**src/rtl/fill_drain_sequencer.sv**
```systemverilog
// fill_drain_sequencer: drives the water valve and the drain pump for one-shot
// fill/drain commands issued by the main washing-machine FSM. It watches the
// water level, enforces per-operation timeouts, supports pause/abort and
// raises sticky flow/drainage error flags until they are cleared.
// Optional feature macro: LEVEL_DEBOUNCE_EN. When it is defined, completion
// conditions must hold for DEBOUNCE consecutive active cycles, and IDLE
// requests always pass through FILL/DRAIN.
module fill_drain_sequencer #(
    parameter int LEVEL_W       = 10,
    parameter int FILL_TIMEOUT  = 40,
    parameter int DRAIN_TIMEOUT = 30,
    parameter int EMPTY_LEVEL   = 20,
    parameter int DEBOUNCE      = 3
) (
    input  logic               clk,
    input  logic               reset,
    input  logic               fill_req,
    input  logic               drain_req,
    input  logic [LEVEL_W-1:0] target_level,
    input  logic [LEVEL_W-1:0] water_level_sensor,
    input  logic               pause,
    input  logic               abort,
    input  logic               clear_error,
    output logic               water_valve,
    output logic               drain_pump,
    output logic               busy,
    output logic               done,
    output logic               water_flow_error,
    output logic               drainage_error
);

    localparam int TMAX    = (FILL_TIMEOUT > DRAIN_TIMEOUT) ? FILL_TIMEOUT : DRAIN_TIMEOUT;
    localparam int TIMER_W = $clog2(TMAX) + 1;
    localparam int DEB_W   = $clog2(DEBOUNCE + 1) + 1;
`ifdef LEVEL_DEBOUNCE_EN
    localparam int DEB_LEN     = DEBOUNCE;
    localparam bit SHORTCUT_EN = 1'b0;
`else
    localparam int DEB_LEN     = 1;
    localparam bit SHORTCUT_EN = 1'b1;
`endif

    typedef enum logic [2:0] {
        ST_IDLE,
        ST_FILL,
        ST_DRAIN,
        ST_PAUSED,
        ST_DONE,
        ST_ERROR
    } state_t;

    state_t               state_reg, state_next;
    state_t               saved_reg, saved_next;
    logic [TIMER_W-1:0]   timer_reg, timer_next;
    logic [LEVEL_W-1:0]   target_reg, target_next;
    logic [DEB_W-1:0]     deb_reg, deb_next;
    logic                 flow_err_reg, flow_err_next;
    logic                 drain_err_reg, drain_err_next;
    logic                 valve_reg, pump_reg, busy_reg, done_reg;

    logic level_full;
    logic level_empty;
    logic deb_met;

    assign level_full  = (water_level_sensor >= target_reg);
    assign level_empty = (water_level_sensor <= LEVEL_W'(EMPTY_LEVEL));
    assign deb_met     = (deb_reg == DEB_W'(DEB_LEN - 1));

    // State, bookkeeping and registered Moore outputs.
    always_ff @(posedge clk) begin
        if (!reset) begin
            state_reg     <= ST_IDLE;
            saved_reg     <= ST_IDLE;
            timer_reg     <= '0;
            target_reg    <= '0;
            deb_reg       <= '0;
            flow_err_reg  <= 1'b0;
            drain_err_reg <= 1'b0;
            valve_reg     <= 1'b0;
            pump_reg      <= 1'b0;
            busy_reg      <= 1'b0;
            done_reg      <= 1'b0;
        end else begin
            state_reg     <= state_next;
            saved_reg     <= saved_next;
            timer_reg     <= timer_next;
            target_reg    <= target_next;
            deb_reg       <= deb_next;
            flow_err_reg  <= flow_err_next;
            drain_err_reg <= drain_err_next;
            valve_reg     <= (state_next == ST_FILL);
            pump_reg      <= (state_next == ST_DRAIN);
            busy_reg      <= (state_next == ST_FILL) || (state_next == ST_DRAIN) ||
                             (state_next == ST_PAUSED);
            done_reg      <= (state_next == ST_DONE);
        end
    end

    // Next-state logic; priority in an active state is abort, completion, timeout, pause.
    always_comb begin
        state_next     = state_reg;
        saved_next     = saved_reg;
        timer_next     = timer_reg;
        target_next    = target_reg;
        deb_next       = '0;
        flow_err_next  = 1'b0;
        drain_err_next = 1'b0;
        case (state_reg)
            ST_IDLE: begin
                if (drain_req) begin
                    if (SHORTCUT_EN && level_empty) begin
                        state_next = ST_DONE;
                    end else begin
                        state_next = ST_DRAIN;
                        timer_next = '0;
                    end
                end else if (fill_req) begin
                    target_next = target_level;
                    if (SHORTCUT_EN && (water_level_sensor >= target_level)) begin
                        state_next = ST_DONE;
                    end else begin
                        state_next = ST_FILL;
                        timer_next = '0;
                    end
                end
            end
            ST_FILL: begin
                timer_next = timer_reg + 1'b1;
                deb_next   = level_full ? deb_reg + 1'b1 : '0;
                if (abort) begin
                    state_next = ST_IDLE;
                end else if (level_full && deb_met) begin
                    state_next = ST_DONE;
                end else if (timer_reg == TIMER_W'(FILL_TIMEOUT - 1)) begin
                    state_next    = ST_ERROR;
                    flow_err_next = 1'b1;
                end else if (pause) begin
                    state_next = ST_PAUSED;
                    saved_next = ST_FILL;
                end
            end
            ST_DRAIN: begin
                timer_next = timer_reg + 1'b1;
                deb_next   = level_empty ? deb_reg + 1'b1 : '0;
                if (abort) begin
                    state_next = ST_IDLE;
                end else if (level_empty && deb_met) begin
                    state_next = ST_DONE;
                end else if (timer_reg == TIMER_W'(DRAIN_TIMEOUT - 1)) begin
                    state_next     = ST_ERROR;
                    drain_err_next = 1'b1;
                end else if (pause) begin
                    state_next = ST_PAUSED;
                    saved_next = ST_DRAIN;
                end
            end
            ST_PAUSED: begin
                if (abort) begin
                    state_next = ST_IDLE;
                end else if (!pause) begin
                    state_next = saved_reg;
                end
            end
            ST_DONE: begin
                state_next = ST_IDLE;
            end
            ST_ERROR: begin
                flow_err_next  = flow_err_reg;
                drain_err_next = drain_err_reg;
                if (clear_error) begin
                    state_next     = ST_IDLE;
                    flow_err_next  = 1'b0;
                    drain_err_next = 1'b0;
                end
            end
            default: begin
                state_next = ST_IDLE;
            end
        endcase
    end

    assign water_valve      = valve_reg;
    assign drain_pump       = pump_reg;
    assign busy             = busy_reg;
    assign done             = done_reg;
    assign water_flow_error = flow_err_reg;
    assign drainage_error   = drain_err_reg;

endmodule

```
**config.mk**
```make
export PLATFORM = sky130hd
export DESIGN_NAME = fill_drain_sequencer
export DESIGN_NICKNAME = d
export VERILOG_FILES = /design/src/rtl/fill_drain_sequencer.sv
export SDC_FILE = /design/constraint.sdc
export NUM_CORES = 1
export LEC_CHECK = 0
export BUFFER_PORTS_ARGS = -buffer_cell sky130_fd_sc_hd__buf_2
export CAP_MARGIN = 10
export CELL_PAD_IN_SITES_DETAIL_PLACEMENT = 0
export CELL_PAD_IN_SITES_GLOBAL_PLACEMENT = 1
export CORE_AREA = 10 10 76 84
export DETAILED_ROUTE_END_ITERATION = 16
export DIE_AREA = 0 0 86 94
export PLACE_DENSITY = 0.94
export SLEW_MARGIN = 20
export SYNTH_ARGS = -nofsm -noshare
export SYNTH_HDL_FRONTEND = slang
export SYNTH_SLANG_ARGS = --single-unit
export TNS_END_PERCENT = 20
```
**constraint.sdc**
```tcl
create_clock -name clk -period 3.4 [get_ports clk]
set_input_delay 0.34 -clock clk [delete_from_list [all_inputs] [get_ports clk]]
set_output_delay 0.34 -clock clk [all_outputs]
set_load 0.01 [all_outputs]
```
==> summary.txt <==
Setup path
  • Top delay family on crit path: compound AO/OA/AOI/OAI gates
  • Crit path launch type: flop
  • CP bufs+invs: 0
  • Crit path top cell by count: a21oi_1
  • Crit path max fanout: 5
  • Highest-delay cell along the critical path: or4_4
  • Arr. time, crit path: 2410 ps
  • CP cell instances: ha_1, nand2b_1, a21oi_1, o21ai_0, a21oi_1, or4_4, a211oi_1
  • Critical path class: reg -> reg
  • Crit end category: flop
  • Slowest Stage Delay on Critical Path: 550 ps
  • Data required time of the critical path: 3590 ps

Cells and area
  • Post-route design area: 2350 um2
  • Final net count: 337
  • Fillers: 452
  • Largest register FFs: 10
  • Diode count: 0
  • Share of cells above drive strength 1: 0.195
  • Synth-to-Final Area Change: 15.9%

Pwr
  • Total power: 0.000979 W
  • LEAKAGE: 1.03 nW
  • Power per Cell Area: 416 nW/um2
  • Max IR drop VDD: 0.198 mV

Global route
  • Met2 Use GR: 0.204
  • Antenna violations before repair: 0
  • GRT Max-Usage Layer: met2
  • M3 GR Usage: 0.0486
  • Total GRT Usage: 0.129
  • First-pass GRT wire length: 8510 um
  • Number of global-route vias before repair: 1857
  • Met1 Use GR: 0.151
  • Largest net degree at the start of global routing: 24
  • Grt total ovfl: 0

Timing
  • Total negative slack: 0 ps
  • Setup violations, final: 0
  • Worst Max-Slew Pin Slew: 709 ps
  • Min Hold Slack: 304 ps
  • Fin. Hold Viols: 0
  • Min Clock Period, post-route: 2220 ps
  • Period utilization: 0.653
  • Unrepaired setup endpoints after global routing: no
  • Slew Limit Fails: 0
  • Peak Freq: 450 MHz
  • Setup Skew: 9.39 ps
  • Relative slew slack: 0.527

CTS
  • TritonCTS clock tree: done
  • Clock latency on the worst-skew pair: 290 ps
  • # resized after CTS: 0
  • CTS Hold Bufs: 0
  • Total CTS buffers: 5
  • Clock sink count: 31
  • Post-CTS Setup Bufs: 0
  • Clock tree root driver cell: clkbuf_8
  • Deepest clock path buffer count: 2
  • CTS clk-pin slew, worst paths: 70 ps
  • H-tree depth: 2

Placement
  • Number of port buffers: 32
  • Placer Congestion: 0.886
  • DP Wirelength: 3770 um
  • Placement Cell Area: 2240 um2

Drt
  • Final ANT Viol Nets: 0
  • DRC viols: 0
  • WL/cell: 14.0 um
  • Drt first pass iters: 4
  • DR vias/cell: 5.42
  • Routed WL: 4810 um
  • Drt initial violations: 105
  • Vias post-DR: 1859

Logic synthesis
  • Adder-cell share of the synthesized area: 0.148
  • Complex-gate fraction of the synthesized area: 0.200
  • Syn nets: 304
  • Top cell type's share of synthesized area: 0.305
  • Post-synthesis mux area share: 0.00493
  • Mean post-synth cell area: 8.03 um2
  • Synth area leader: dfxtp_1
  • Syn Inst Count: 253
  • Yosys warning total: 0
  • Number of flops mapped to enable cells by yosys: 0
  • Count leader, synth: nor2_1
  • Ys async rst share: 0
  • Mapped cell area: 2030 um2
  • Yosys reg bits: 31
  • Yosys cell types: 56
  • Main combinational cell family by area after synthesis: simple AND/OR/NAND/NOR gates
  • Synth area leaders: dfxtp_1, ha_1, nor2_1, a21oi_1, inv_1
  • Commonest cells post-synth: nor2_1, dfxtp_1, inv_1
  • Post-synthesis sequential area ratio: 0.305
  • Post-Synth Simple-Gate Area: 0.273
  • Most used DFF post-synth: dfxtp_1
  • Xor/xnor share of the synthesized area: 0.00431

Floorplan
  • Rows: 26
  • IO Pins: 33
  • Die W: 86 um
  • Core area: 4650 um2
  • DIE AREA: 8080 um2
  • Initial Util: 0.437
  • Die height: 94 um

Hold path
  • Hold crit path type: in -> reg

Job
  • Max-cap violations: 0

Outcome
  • Outcome: complete, no violations
==> path summary, 6_finish.rpt <==
kind | startpoint | endpoint | slack, ps | cells past startpoint
hold reg to reg | deb_reg[0] | deb_reg[0] | 460 | 1
setup reg to reg | target_reg[0] | drain_pump | 1180 | 7
hold / removal | target_level[0] | target_reg[0] | 300 | 3
setup / recovery | target_reg[0] | drain_pump | 1180 | 7
==> tightest hold or removal path, delay by kind of cell <==
kind          cells  cell delay, ps
buf+inv           1              90
mux               1              60
simple gates      1              70
==> kinds of logic after synthesis <==
kind of cell	after synthesis
compound gates	62
xor+xnor	1
fa+ha+maj	24
simple gates	101
mux	1
buf+inv	33
flops	31
==> layer usage <==
layer,vias up,routed length (um)
met2,47,2210
met5,-,0
met3,9,319
li1,954,-
met4,0,115
met1,849,2160
==> where the power goes <==
group	total (W)	internal (W)	switching [W]
Clock	0.000383	0.000237	0.000147
Sequential	0.000396	0.000382	0.0000149
Combinational	0.000199	0.0000818	0.000117
Total	0.000979	0.000700	0.000278
==> through the flow <==
| step | utilization | cells | worst slack, ps |
|---|---|---|---|
| finish | 0.506 | 343 | 1180 |
| global placement | 0.481 | 335 | 1030 |
| floorplan | - | 253 | 1340 |
| global route | 0.506 | 343 | 996 |
| CTS | 0.506 | 343 | 1200 |
| detailed placement | 0.481 | 335 | 978 |
==> layout by cell type (no fill, tap or decap), drive strengths merged, types with 3 or more instances in the layout <==
cell     n
a211oi   4
a21oi   20
a31oi    4
and2     3
buf     33
clkbuf   6
dfxtp   31
ha      24
inv     26
nand2   13
nand2b   6
nand3    4
nor2    41
nor3    12
nor4     4
o21a     5
o21ai   11
==> cell type report <==
type,instances,area (um2),share of cell area
flip-flops and latches,31,621,0.264
repair buffers,33,168,0.0712
multi-input cells,189,1280,0.544
clock buffers,6,82.6,0.0351
well taps,56,70.1,0.0298
inverters,26,97.6,0.0414
clock inverters,2,35.0,0.0149
(Power assumes the default switching activity.)
